$ cat config.mk
export PLATFORM = sky130hd
export DESIGN_NAME = team_06_echo_delay_ctrl
export DESIGN_NICKNAME = d
export VERILOG_FILES = /design/src/rtl/team_06_echo_delay_ctrl.sv
export SDC_FILE = /design/constraint.sdc
export NUM_CORES = 1
export LEC_CHECK = 0
export BUFFER_PORTS_ARGS = -buffer_cell sky130_fd_sc_hd__buf_2
export CAP_MARGIN = 20
export CORE_MARGIN = 10
export CORE_UTILIZATION = 51
export DETAILED_ROUTE_END_ITERATION = 16
export PLACE_DENSITY = 0.86
export SYNTH_ARGS = -nofsm -noshare
export SYNTH_HDL_FRONTEND = slang
export SYNTH_SLANG_ARGS = --single-unit
export TNS_END_PERCENT = 30
$ cat constraint.sdc
create_clock -name clk -period 2.1 [get_ports clk]
set_input_delay 0.42 -clock clk [delete_from_list [all_inputs] [get_ports clk]]
set_output_delay 0.42 -clock clk [all_outputs]
set_load 0.1 [all_outputs]
$ cat src/rtl/team_06_echo_delay_ctrl.sv
// Echo-path sequencer: per accepted sample, reads the delayed sample from the delay-line SRAM,
// hands it to the echo datapath, then writes the datapath result back at the write pointer.
module team_06_echo_delay_ctrl #(
    parameter int ADDR_W = 13,
    parameter int DATA_W = 8
) (
    input  logic              clk,
    input  logic              rst,
    input  logic              sample_valid,
    input  logic              echo_en,
    input  logic [ADDR_W-1:0] delay,
    output logic [ADDR_W-1:0] mem_addr,
    output logic              mem_rd,
    output logic              mem_wr,
    output logic [DATA_W-1:0] mem_wdata,
    input  logic [DATA_W-1:0] mem_rdata,
    input  logic              mem_ack,
    output logic              search_enable,
    output logic [DATA_W-1:0] past_output,
    input  logic [DATA_W-1:0] save_audio,
    output logic              sample_done,
    output logic              busy,
    output logic              overrun
);

    typedef enum logic [2:0] {
        IDLE,
        RD_REQ,
        RD_WAIT,
        MIX,
        WR_REQ,
        WR_WAIT
    } state_t;

    state_t            r_state, w_stateNext;
    logic [ADDR_W-1:0] r_wrPtr, w_wrPtrNext;
    logic [ADDR_W-1:0] r_fill, w_fillNext;
    logic [ADDR_W-1:0] r_addr, w_addrNext;
    logic              r_rd, w_rdNext;
    logic              r_wr, w_wrNext;
    logic [DATA_W-1:0] r_wdata, w_wdataNext;
    logic              r_search, w_searchNext;
    logic [DATA_W-1:0] r_past, w_pastNext;
    logic              r_done, w_doneNext;
    logic              r_overrun, w_overrunNext;
    logic [ADDR_W-1:0] w_rdAddr;
    logic              w_skipRead;

    // Address arithmetic wraps naturally at 2**ADDR_W.
    assign w_rdAddr   = r_wrPtr - delay;
    assign w_skipRead = !echo_en || (delay == '0) || (r_fill < delay);

    always_ff @(posedge clk) begin
        if (!rst) begin
            r_state   <= IDLE;
            r_wrPtr   <= '0;
            r_fill    <= '0;
            r_addr    <= '0;
            r_rd      <= 1'b0;
            r_wr      <= 1'b0;
            r_wdata   <= '0;
            r_search  <= 1'b0;
            r_past    <= '0;
            r_done    <= 1'b0;
            r_overrun <= 1'b0;
        end else begin
            r_state   <= w_stateNext;
            r_wrPtr   <= w_wrPtrNext;
            r_fill    <= w_fillNext;
            r_addr    <= w_addrNext;
            r_rd      <= w_rdNext;
            r_wr      <= w_wrNext;
            r_wdata   <= w_wdataNext;
            r_search  <= w_searchNext;
            r_past    <= w_pastNext;
            r_done    <= w_doneNext;
            r_overrun <= w_overrunNext;
        end
    end

    // Requests are raised on entry to RD_REQ/WR_REQ so the address is already stable when seen.
    always_comb begin
        w_stateNext   = r_state;
        w_wrPtrNext   = r_wrPtr;
        w_fillNext    = r_fill;
        w_addrNext    = r_addr;
        w_rdNext      = r_rd;
        w_wrNext      = r_wr;
        w_wdataNext   = r_wdata;
        w_searchNext  = r_search;
        w_pastNext    = r_past;
        w_doneNext    = 1'b0;
        w_overrunNext = r_overrun;

        if (sample_valid && (r_state != IDLE)) begin
            w_overrunNext = 1'b1;
        end

        case (r_state)
            IDLE: begin
                if (sample_valid) begin
                    if (w_skipRead) begin
                        w_pastNext   = '0;
                        w_searchNext = 1'b0;
                        w_stateNext  = MIX;
                    end else begin
                        w_addrNext  = w_rdAddr;
                        w_rdNext    = 1'b1;
                        w_stateNext = RD_REQ;
                    end
                end
            end
            RD_REQ: begin
                w_stateNext = RD_WAIT;
            end
            RD_WAIT: begin
                if (mem_ack) begin
                    w_pastNext   = mem_rdata;
                    w_searchNext = 1'b1;
                    w_rdNext     = 1'b0;
                    w_stateNext  = MIX;
                end
            end
            MIX: begin
                w_wdataNext = save_audio;
                w_addrNext  = r_wrPtr;
                w_wrNext    = 1'b1;
                w_stateNext = WR_REQ;
            end
            WR_REQ: begin
                w_stateNext = WR_WAIT;
            end
            WR_WAIT: begin
                if (mem_ack) begin
                    w_wrNext     = 1'b0;
                    w_doneNext   = 1'b1;
                    w_wrPtrNext  = r_wrPtr + ADDR_W'(1);
                    w_fillNext   = (r_fill == '1) ? r_fill : r_fill + ADDR_W'(1);
                    w_searchNext = 1'b0;
                    w_stateNext  = IDLE;
                end
            end
            default: begin
                w_stateNext = IDLE;
            end
        endcase
    end

    assign mem_addr      = r_addr;
    assign mem_rd        = r_rd;
    assign mem_wr        = r_wr;
    assign mem_wdata     = r_wdata;
    assign search_enable = r_search;
    assign past_output   = r_past;
    assign sample_done   = r_done;
    assign overrun       = r_overrun;
    assign busy          = (r_state != IDLE);

endmodule

# Word-level counts from Yosys, hierarchy flattened
# Cells that the tools add are included.
# classes
addsub,3
order_cmp,1
n_eq_ne,11
n_mux,22
n_bitwise,1
n_reduce_logical,20
# op_table
op,n
"13-bit by 1-bit adder with 13-bit output, second input constant",2
13-bit two-way mux,2
13-bit case mux with 2 select lines,1
8-bit two-way mux,3
3-bit case mux with 6 select lines,1
8-bit case mux with 2 select lines,1
"13-bit equality test, second input constant",1
13-bit logical NOT,1
13-bit < comparator,1
13-bit subtractor,1
"2-bit inequality test, second input constant",5
3-bit two-way mux,3
3-bit AND reduction,3
4-bit AND reduction,2
1-bit two-way mux,7
"3-bit by 2-bit equality test with 1-bit output, second input constant",2
"3-bit equality test, second input constant",2
2-bit AND reduction,3
2-bit nonzero test,3
3-bit nonzero test,2
5-bit AND reduction,1
1-bit case mux with 2 select lines,2
"3-bit by 1-bit equality test with 1-bit output, second input constant",1
3-bit logical NOT,1
other kinds (6),7
# word_totals
register_bits,63
wordCells,69

# Longest topological paths before layout
# Gate-level depths: netlist (run 1).
# logic_depth
depth_word,6
mapped_depth,9
depth_no_buf,9

# Worst setup path after synthesis (run 1)
# No wires, ideal clock.
# synth_path
kind,input to register
start,input port delay[7]
end,"register r_addr[10], in the netlist mem_addr[10]"
arrival_time_ns,2.214
required_time_ns,2.042
slack_ns,-0.172
cell_stages,7
cell_sequence,inv_1 ha_1 a2111oi_0 a211oi_1 or4_1 nand3_1 o221a_2
# synth_between
elab_chain_len,5
elab_cells_between_ends,10
classes_between,1 x add/sub; 1 x order compare; 1 x eq/ne; 3 x mux; 4 x reduce/logical
# synth_lines
element,line_no,source
start: declaration,11,"input logic [ADDR_W-1:0] delay,"
"parallel branches: the longest is 5 deep, another holds 13-bit subtractor",--,
end signal: assignment,70,r_addr <= w_addrNext;
end: declaration,38,"logic [ADDR_W-1:0] r_addr, w_addrNext;"
# Several ways; the timed one is not identified. The select of a mux whose other input is x is not followed.
# A chain may end at the register's enable or synchronous reset.

# Worst setup path after layout (run 1)
# layout_path
start,register r_fill[12]
end,"register r_addr[3], in the netlist mem_addr[3]"
# layout_between
elab_chain_len,4
# layout_lines
element,line_no,source
start: declaration,37,"logic [ADDR_W-1:0] r_fill, w_fillNext;"
start signal: assignment,69,r_fill <= w_fillNext;
13-bit < comparator,51,assign w_skipRead = !echo_en || (delay == '0) || (r_fill < delay);
1-bit logical OR,51,
2-bit inequality test (no line),--,
3-bit AND reduction (no line),--,
# No other way between the ends.

==> metrics.txt, run 1 <==
outcome=complete, but fails checks; violations in the final reports=negative setup slack; top cells by count, synth=sky130_fd_sc_hd__nand2_1 (75), sky130_fd_sc_hd__dfxtp_1 (63), sky130_fd_sc_hd__nor2_1 (43), sky130_fd_sc_hd__a21oi_1 (41), sky130_fd_sc_hd__ha_1 (26); largest net degree at the start of global routing=23; worst slew pin tran=600.1 ps; worst reg2reg path startpoint=r_fill[12]; area growth from synthesis to layout=41.78%; CTS sink cnt=63; unrepaired setup endpoints after global routing=yes; number of register bits inferred by synthesis=between 60 and 70; core region area=between 7000 and 8000 µm²; Required @ worst endpoint=roughly 2400 ps; Yosys warnings=0; antenna violations before repair=0; antenna-violating nets left=0; vias per std cell=slightly below 6; final critical path time including I/O delays and setup=~2100 ps; total standard cell area after synthesis=~3800 µm²; worst voltage drop across the vdd grid=just over 0.5 mV; number of enable flip-flop cells after synthesis=0; worst path setup slack after routing=-36.70 ps; non-filler cells, final=between 700 and 800; depth of the worst register-to-register path=10; clock latency reported for the late side of the worst-skew pair=~360 ps; standard cell with the maximum stage delay on the critical path=sky130_fd_sc_hd__dfxtp_2; post-placement cell count=698; Async SR Flop Fraction=0; Period Utilization, post-route=1.017; number of instances in the synthesized netlist=about 470; number of distinct standard cells referenced by the synthesized netlist=63; summed negative setup slack over all endpoints=-191.6 ps; pre-CTS setup slack=-330.9 ps; ys flop type=sky130_fd_sc_hd__dfxtp_1; die area=roughly 11000 µm²; worst slew margin relative to its limit=0.5995; GRT Resource Usage Total=0.2180; die outline height=approximately 110 µm; library cell occupying the most area in the post-synthesis netlist=sky130_fd_sc_hd__dfxtp_1; first-pass detailed-route iteration total=7; proportion of layout cells with a drive suffix above 1=0.3760; number of pins with negative max-slew slack in the final report=0; total number of vias=~4.2k; via count of the first global-routing pass=between 4k and 5k; end point of the critical path=mem_addr[3]; post-detailed-route wirelength per cell=approximately 17 µm; clock input transition at the sequential cells of the worst setup and hold paths=approximately 80 ps; HPWL Detailed=slightly below 9000 µm; Detailed Route WL=between 10000 and 15000 µm; Max H-tree Level=3; final-report setup violation count=11; fmax=roughly 470 MHz; Initial Utilization=0.5235; clock tree root buffer cell=sky130_fd_sc_hd__clkbuf_8; skew final=a little over 9 ps; biggest cell delay along the critical path=340 ps; reg-to-reg slack, setup=-40 ps; critical path launch point type=register; post-route DRC violation count=0; largest fanout on the critical path=6; routability congestion estimate=between 0.9 and 1; synthesized area per cell=roughly 8 µm²; kind of critical path=register to register; Syn Nets=533; Critical R2R Capture=mem_addr[3]; final-stage net count=between 600 and 700; fraction of synthesized cell area taken by the top area cell type=0.3321; chip width=106.3 µm; # fillers=between 500 and 600; sequential share of the synthesized area=0.3321; global route total overflow=0; CP cell instances=ha_4 > nand4_1 > buf_4 > inv_2 > a21oi_4 > o41ai_4 > buf_4 > a21oi_4 > buf_6 > mux2i_2; number of antenna repair diodes=0; data arrival time of the worst path=about 2400 ps; quantity of I/O buffers inserted on ports=68; Critical path origin=r_fill[12]; FP Rows=31; violation count after the first detailed-route iteration=about 260; most frequent cell after synthesis=sky130_fd_sc_hd__nand2_1; TritonCTS clock tree=done; hold violation count in the final report=0; number of buffers inserted during clock tree synthesis=9; synth top area cells=sky130_fd_sc_hd__dfxtp_1 (33%), sky130_fd_sc_hd__ha_1 (8.6%), sky130_fd_sc_hd__nand2_1 (7.4%); CP Capture Type=register; max cap viols=0; wire length of the first global-routing pass=approximately 20000 µm; I/O pins=between 60 and 70; Hold WC Path Type=primary input to register; number of buffers on the longest clock path=2; Power per Cell Area=slightly below 600 nW/µm²; leakage power summed over all cells=2.386 nW; Cells on Worst Hold Path=3
-- flip-flops by register name, indices dropped and copies added, names as in the netlist --
register / count
r_wrPtr: 13
search_enable: 1
r_fill: 13
mem_addr: 13
past_output: 8
overrun: 1
mem_rd: 1
sample_done: 1
r_state: 3
mem_wdata: 8
mem_wr: 1
-- cell type report --
class	instances	area, µm²	share of cell area
sequential	63	1271	0.2361
clock inverter	7	97.59	0.01813
clock buffer	9	123.9	0.02301
tap	99	123.9	0.02301
inverter	22	82.58	0.01534
timing repair buffer	157	1028	0.1910
multi-input combinational	367	2656	0.4934
-- power breakdown --
group          internal [mW]  leakage [nW]  switching [mW]
combinational          0.220          1.77           0.497
clock                  0.669         0.105           0.535
sequential              1.23         0.514          0.0262
total                   2.12          2.39            1.06
-- per-layer routing --
metal | routed length [µm] | GRT usage
met2 | 6240 | 0.3777
met1 | 4891 | 0.2379
met5 | 0 | 0
met3 | 1036 | 0.06643
met4 | 485 | 0.1044
-- logic make-up (layout without fill, tap and decap cells) --
kind of cell,Yosys count,in the layout,synth area share
xor gates and xnor gates,22,22,0.05074
buffers and inverters,43,195,0.04811
DFF,63,63,0.3321
muxes,9,9,0.02372
and+or+nand+nor,193,193,0.2451
adders and majority gates,27,27,0.09094
AOI/OAI and AO/OA,115,116,0.2092
-- repair_timing --
item | in CTS | in global routing
pin swaps | 15 | 15
buffers inserted | 6 | 1
setup endpoints to repair | 22 | 23
cloned | 2 | 0
hold buffers | 0 | 0
hold endpoints to repair | 0 | 0
resized for setup | 29 | 30
-- metrics by stage --
step,power (mW),hold slack (ps),utilization,cell area (µm²)
after floorplan,1.747,466.8,-,3832
after global placement,1.916,439.4,0.6614,4797
after detailed placement,1.934,444.1,0.6614,4797
after CTS,3.137,298.8,0.7212,5231
after global routing,3.286,295.8,0.7423,5384
final,3.174,301.6,0.7423,5384
-- critical path, delay by kind of cell (launching register included) --
family                   cells  cell delay, ps
buffers and inverters        4             530
adder cells (fa/ha/maj)      1             240
flip-flops                   1             340
AND/OR/NAND/NOR              1             190
multiplexers                 1             190
AO/OA/AOI/OAI                3             560
-- how the worst min path moves through the flow --
stage	startpoint	endpoint	slack [ps]
2_1_floorplan	r_fill[12]	r_fill[12]	470
3_3_place_gp	mem_wdata[1]	mem_wdata[1]	440
3_5_place_dp	mem_wdata[5]	mem_wdata[5]	440
4_1_cts	save_audio[5]	mem_wdata[5]	300
5_1_grt	save_audio[7]	mem_wdata[7]	300
6_report	save_audio[0]	mem_wdata[0]	300
-- placed cells by master, fill, tap and decap left out, types with 6 or more instances in the layout --
master / n
sky130_fd_sc_hd__mux2i_1: 8
sky130_fd_sc_hd__a311oi_2: 8
sky130_fd_sc_hd__buf_4: 82
sky130_fd_sc_hd__o21ai_0: 15
sky130_fd_sc_hd__a21oi_1: 38
sky130_fd_sc_hd__dfxtp_1: 55
sky130_fd_sc_hd__xor2_1: 8
sky130_fd_sc_hd__ha_4: 8
sky130_fd_sc_hd__xnor2_1: 14
sky130_fd_sc_hd__nor3_1: 14
sky130_fd_sc_hd__dfxtp_2: 8
sky130_fd_sc_hd__clkbuf_8: 9
sky130_fd_sc_hd__nor2_1: 43
sky130_fd_sc_hd__nand2_1: 73
sky130_fd_sc_hd__inv_1: 18
sky130_fd_sc_hd__buf_2: 69
sky130_fd_sc_hd__nand3_1: 11
sky130_fd_sc_hd__buf_6: 6
sky130_fd_sc_hd__ha_1: 18
sky130_fd_sc_hd__nand4_1: 12
(Power assumes the default switching activity.)
==> inputs of run 2 (changes only) <==
==> constraint.sdc (replaced) <==
create_clock -name clk -period 1.7 [get_ports clk]
set_input_delay 0.34 -clock clk [delete_from_list [all_inputs] [get_ports clk]]
set_output_delay 0.34 -clock clk [all_outputs]
set_load 0.1 [all_outputs]
==> metrics.txt, run 2 (synthesis gave the netlist of run 1 again) <==
outcome=complete, but fails checks; violations in the final reports=negative setup slack; worst slew margin relative to its limit=0.6642; CP cell instances=inv_2 > ha_4 > fa_2 > nor2b_4 > o31ai_4 > a211oi_2 > or4_1 > nand3_2 > o221a_2; number of antenna repair diodes=0; max cap viols=0; unrepaired setup endpoints after global routing=yes; Max H-tree Level=3; GRT Resource Usage Total=0.2259; fmax=just under 500 MHz; clock tree root buffer cell=sky130_fd_sc_hd__clkbuf_8; cell area after placement=~5000 µm²; area growth from synthesis to layout=46.99%; final-stage net count=between 600 and 700; beginning of the worst hold path=save_audio[6]; critical path launch point type=register; Power per Cell Area=698.0 nW/µm²; Initial Utilization=0.5235; number of buffers inserted during clock tree synthesis=9; TritonCTS clock tree=done; number of pins with negative max-slew slack in the final report=0; biggest cell delay along the critical path=between 300 and 400 ps; end point of the critical path=mem_addr[10]; clock power share=0.359; HPWL Detailed=around 9000 µm; wire length of the first global-routing pass=21090 µm; data arrival time of the worst path=2320 ps; worst path setup slack after routing=-369.2 ps; Period Utilization, post-route=1.217; number of buffers on the longest clock path=2; clock input transition at the sequential cells of the worst setup and hold paths=~80 ps; chip width=between 100 and 150 µm; largest net degree at the start of global routing=34; Final Cell Area=5582 µm²; Required @ worst endpoint=between 1500 and 2000 ps; worst slew pin tran=~510 ps; critical path's top delay family=compound AO/OA/AOI/OAI gates; Detailed Route WL=roughly 13000 µm; violation count after the first detailed-route iteration=between 200 and 250; FP Rows=31; leading cell types in the layout, fill and taps excluded=sky130_fd_sc_hd__buf_4 (91), sky130_fd_sc_hd__nand2_1 (73), sky130_fd_sc_hd__buf_2 (67), sky130_fd_sc_hd__dfxtp_1 (48), sky130_fd_sc_hd__nor2_1 (41); Hold WC Path Type=primary input to register; quantity of I/O buffers inserted on ports=between 60 and 70; worst reg2reg path startpoint=r_wrPtr[0]; global route total overflow=0; area occupied by multi-input gates=between 2000 and 3000 µm²; final-report setup violation count=29; proportion of layout cells with a drive suffix above 1=0.4085; Cells on Worst Hold Path=3; Critical path origin=r_wrPtr[0]; area occupied by registers=1287 µm²; Comb power frac=0.244; antenna violations before repair=0; skew final=a little over 10 ps; post-detailed-route wirelength per cell=about 18 µm; reg-to-reg slack, setup=-370 ps; clock latency reported for the late side of the worst-skew pair=around 360 ps; CTS sink cnt=63; routability congestion estimate=~0.91; sum of internal, switching and leakage power=3.896 mW; # fillers=472; vias per std cell=~5.9; total number of vias=~4.3k; via count of the first global-routing pass=around 4.5k; post-route DRC violation count=0; hold violation count in the final report=0; largest fanout on the critical path=3; die outline height=roughly 110 µm; first-pass detailed-route iteration total=5; die area=11300 µm²; CP Capture Type=register; most common cell after layout, fill and taps aside=sky130_fd_sc_hd__buf_4; Switching Fraction=0.3409; I/O pins=just under 70; net switching component of the power=about 1.3 mW; core region area=between 7000 and 8000 µm²; antenna-violating nets left=0; part of the power in registers=0.397; Critical R2R Capture=mem_addr[10]; sum of buffers and inverters on the critical path=1; standard cell with the maximum stage delay on the critical path=sky130_fd_sc_hd__fa_2; worst voltage drop across the vdd grid=approximately 0.53 mV; leakage power summed over all cells=2.476 nW; final critical path time including I/O delays and setup=between 2000 and 2500 ps; cell internal pwr=around 2.6 mW; depth of the worst register-to-register path=9; total stage count of the critical path=9; kind of critical path=register to register
-- run 2: changes by cell type in the layout (fill, tap and decap cells not counted), sizes merged --
cell	delta
clkbuf	+3
bufinv	-1
buf	+9
inv	+1
clkinvlp	-1
clkinv	-1
a21oi	-1
-- run 2: power groups by stage --
stage                     Sequential (mW)  Clock (mW)  Combinational, mW
after floorplan                      1.81           0              0.357
after global placement               1.58           0              0.852
after detailed placement             1.58           0              0.873
after CTS                            1.55        1.40              0.920
after global routing                 1.55        1.47               1.01
final                                1.55        1.40              0.949
-- run 2: metal layers --
metal	vias to the layer above	wire [µm]	GRT usage
li1	2015	-	-
met2	183	6661	0.3958
met1	2051	5062	0.2398
met4	0	549	0.1306
met5	-	0	0
met3	54	933	0.06039
-- run 2: metrics by stage --
step	hold slack, ps	setup TNS [ps]	setup WS, ps	utilization	instances
floorplan	456.5	-6169	-299.4	-	472
global route	214.0	-9508	-452.1	0.7695	733
CTS	212.3	-6007	-368.8	0.7456	729
finish	219.3	-7085	-369.2	0.7695	733
global placement	440.1	-11530	-564.2	0.6871	709
detailed placement	452.4	-13330	-615.3	0.6871	709
-- run 2: what timing repair did --
item                                    4_1_cts  5_1_grt
cloned                                        1        0
resized for setup                            31       34
hold buffers                                  0        0
pin swaps                                    10       11
endpoints found under the setup margin       34       40
setup buffers                                 3        4
-- run 2: tightest hold or removal path, stage by stage --
cell	delay, ps
sky130_fd_sc_hd__buf_2	100
sky130_fd_sc_hd__nand2_1	50
sky130_fd_sc_hd__a21oi_1	50
-- run 2: final cells by class --
cell class | count | area share
multi-input combinational | 366 | 0.4817
sequential | 63 | 0.2307
timing repair buffer | 167 | 0.2094
clock buffer | 11 | 0.02533
clock inverter | 5 | 0.01166
inverter | 22 | 0.01905
tap | 99 | 0.02219
-- run 2: worst min-delay path by stage --
stage | slack (ps) | endpoint
3_3_place_gp | 440 | mem_wdata[7]
6_report | 220 | mem_wdata[6]
5_1_grt | 210 | mem_wdata[6]
4_1_cts | 210 | mem_wdata[1]
2_1_floorplan | 460 | r_wrPtr[0]
3_5_place_dp | 450 | mem_wdata[3]
==> inputs of run 3 (changes only) <==
--- a/config.mk
+++ b/config.mk
@@ -8,10 +8,10 @@
 export BUFFER_PORTS_ARGS = -buffer_cell sky130_fd_sc_hd__buf_2
 export CAP_MARGIN = 20
 export CORE_MARGIN = 10
-export CORE_UTILIZATION = 51
+export CORE_UTILIZATION = 60
 export DETAILED_ROUTE_END_ITERATION = 16
-export PLACE_DENSITY = 0.86
+export PLACE_DENSITY = 0.94
+export RECOVER_POWER = 100
 export SYNTH_ARGS = -nofsm -noshare
 export SYNTH_HDL_FRONTEND = slang
 export SYNTH_SLANG_ARGS = --single-unit
-export TNS_END_PERCENT = 30
==> constraint.sdc (replaced) <==
create_clock -name clk -period 2.6 [get_ports clk]
set_input_delay 0.52 -clock clk [delete_from_list [all_inputs] [get_ports clk]]
set_output_delay 0.52 -clock clk [all_outputs]
set_load 0.1 [all_outputs]
==> metrics.txt, run 3 (synthesis gave the netlist of run 1 again) <==
number of cells upsized or downsized after cts=0; utilization after layout=0.7311; area occupied by registers=~1300 µm²; post-route DRC violation count=0; fmax=roughly 430 MHz; HPWL Detailed=slightly above 8000 µm; global route total overflow=0; final-report setup violation count=0; routability congestion estimate=0.8927; most common cell after layout, fill and taps aside=sky130_fd_sc_hd__nand2_1; kind of critical path=register to register; Required @ worst endpoint=roughly 2800 ps; CP Capture Type=register; M1 GR Usage=0.2485; number of antenna repair diodes=0; worst slew margin relative to its limit=0.2002; die outline height=between 90 and 100 µm; CTS sink cnt=63; hold bufs inserted after CTS=0; quantity of I/O buffers inserted on ports=68; unrepaired setup endpoints after global routing=no; skew final=just over 10 ps; critical path launch point type=register; peak-usage layer in the global routing report=met2; M3 GR Usage=0.06021; final critical path time including I/O delays and setup=around 2400 ps; area occupied by multi-input gates=roughly 2300 µm²; hold violation count in the final report=0; Detailed Route WL=roughly 11000 µm; violation count after the first detailed-route iteration=290; I/O pins=just under 70; number of pins with negative max-slew slack in the final report=0; via count of the first global-routing pass=3748; met2 usage=0.3462; proportion of layout cells with a drive suffix above 1=0.1426; Post-CTS Setup Repair Bufs=0; largest net degree at the start of global routing=33; number of buffers on the longest clock path=2; largest fanout on the critical path=5; total number of vias=roughly 3.9k; FP Rows=28; number of buffers inserted during clock tree synthesis=9; core region area=6026 µm²; final-stage net count=a little over 600; Hold WC Path Type=primary input to register; GRT Resource Usage Total=0.2131; worst slew pin tran=around 1200 ps; antenna violations before repair=0; Initial Utilization=0.6302; outcome=finished, final reports clean; max cap viols=0; TritonCTS clock tree=done; data arrival time of the worst path=about 2600 ps; clock input transition at the sequential cells of the worst setup and hold paths=about 80 ps; vias per std cell=between 6 and 7; Power per Cell Area=521.1 nW/µm²; antenna-violating nets left=0; wire length of the first global-routing pass=between 15000 and 20000 µm; first-pass detailed-route iteration total=5; leakage power summed over all cells=~1.8 nW; area growth from synthesis to layout=16.01%; die area=9911 µm²; clock tree root buffer cell=sky130_fd_sc_hd__clkbuf_8; leading cell types in the layout, fill and taps excluded=sky130_fd_sc_hd__nand2_1 (75), sky130_fd_sc_hd__dfxtp_1 (63), sky130_fd_sc_hd__nor2_1 (43), sky130_fd_sc_hd__a21oi_1 (41), sky130_fd_sc_hd__clkbuf_1 (37); clock latency reported for the late side of the worst-skew pair=~350 ps; Period Utilization, post-route=0.9044; worst voltage drop across the vdd grid=slightly above 0.5 mV; # fillers=477; chip width=about 100 µm; Max H-tree Level=3; post-detailed-route wirelength per cell=17.10 µm; final hold slack=396.2 ps
## run 3: path summary, 6_finish.rpt
path	from	endpoint	slack, ps	cells after the start
setup / recovery	r_wrPtr[0]	mem_addr[12]	250	10
hold / removal	save_audio[3]	mem_wdata[3]	400	3
setup reg to reg	r_wrPtr[0]	mem_addr[12]	250	10
hold reg to reg	mem_addr[8]	mem_addr[8]	460	2
## run 3: area by class of cell
class	instances	share of cell area
multi-input cells	366	0.5325
clock inverters	6	0.009656
inverters	22	0.01874
repair buffers	87	0.1003
flip-flops and latches	63	0.2863
well taps	75	0.02130
clock buffers	10	0.03124
## run 3: stage by stage
step                std cells  instance area (µm²)  power [mW]  TNS, ps  setup WS (ps)
floorplan                 472                 3797       1.408        0          227.6
global placement          613                 4287       1.518        0          79.83
detailed placement        613                 4287       1.531   -26.90         -19.11
CTS                       629                 4467       2.304        0          275.3
global route              629                 4405       2.376        0          41.27
finish                    629                 4405       2.296        0          248.6
## run 3: critical path, stage by stage, from the launching register on
cell	delay, ps
sky130_fd_sc_hd__dfxtp_1	440
sky130_fd_sc_hd__inv_1	90
sky130_fd_sc_hd__ha_1	220
sky130_fd_sc_hd__fa_1	400
sky130_fd_sc_hd__nor2b_1	180
sky130_fd_sc_hd__o31ai_1	120
sky130_fd_sc_hd__a211oi_1	280
sky130_fd_sc_hd__buf_4	180
sky130_fd_sc_hd__a211oi_1	60
sky130_fd_sc_hd__a31oi_1	150
sky130_fd_sc_hd__a221oi_1	90
## run 3: layer usage
layer / routed length [µm] / share of wire / up-vias
li1: - / - / 1865
met1: 4456 / 0.41 / 1821
met2: 5139 / 0.48 / 190
met3: 848 / 0.079 / 31
met4: 310 / 0.029 / 0
met5: 0 / 0 / -
## run 3: power by group
group	internal [mW]	total (mW)	switching [mW]
Sequential	0.991	1.02	0.0250
Clock	0.374	0.790	0.416
Combinational	0.127	0.490	0.362
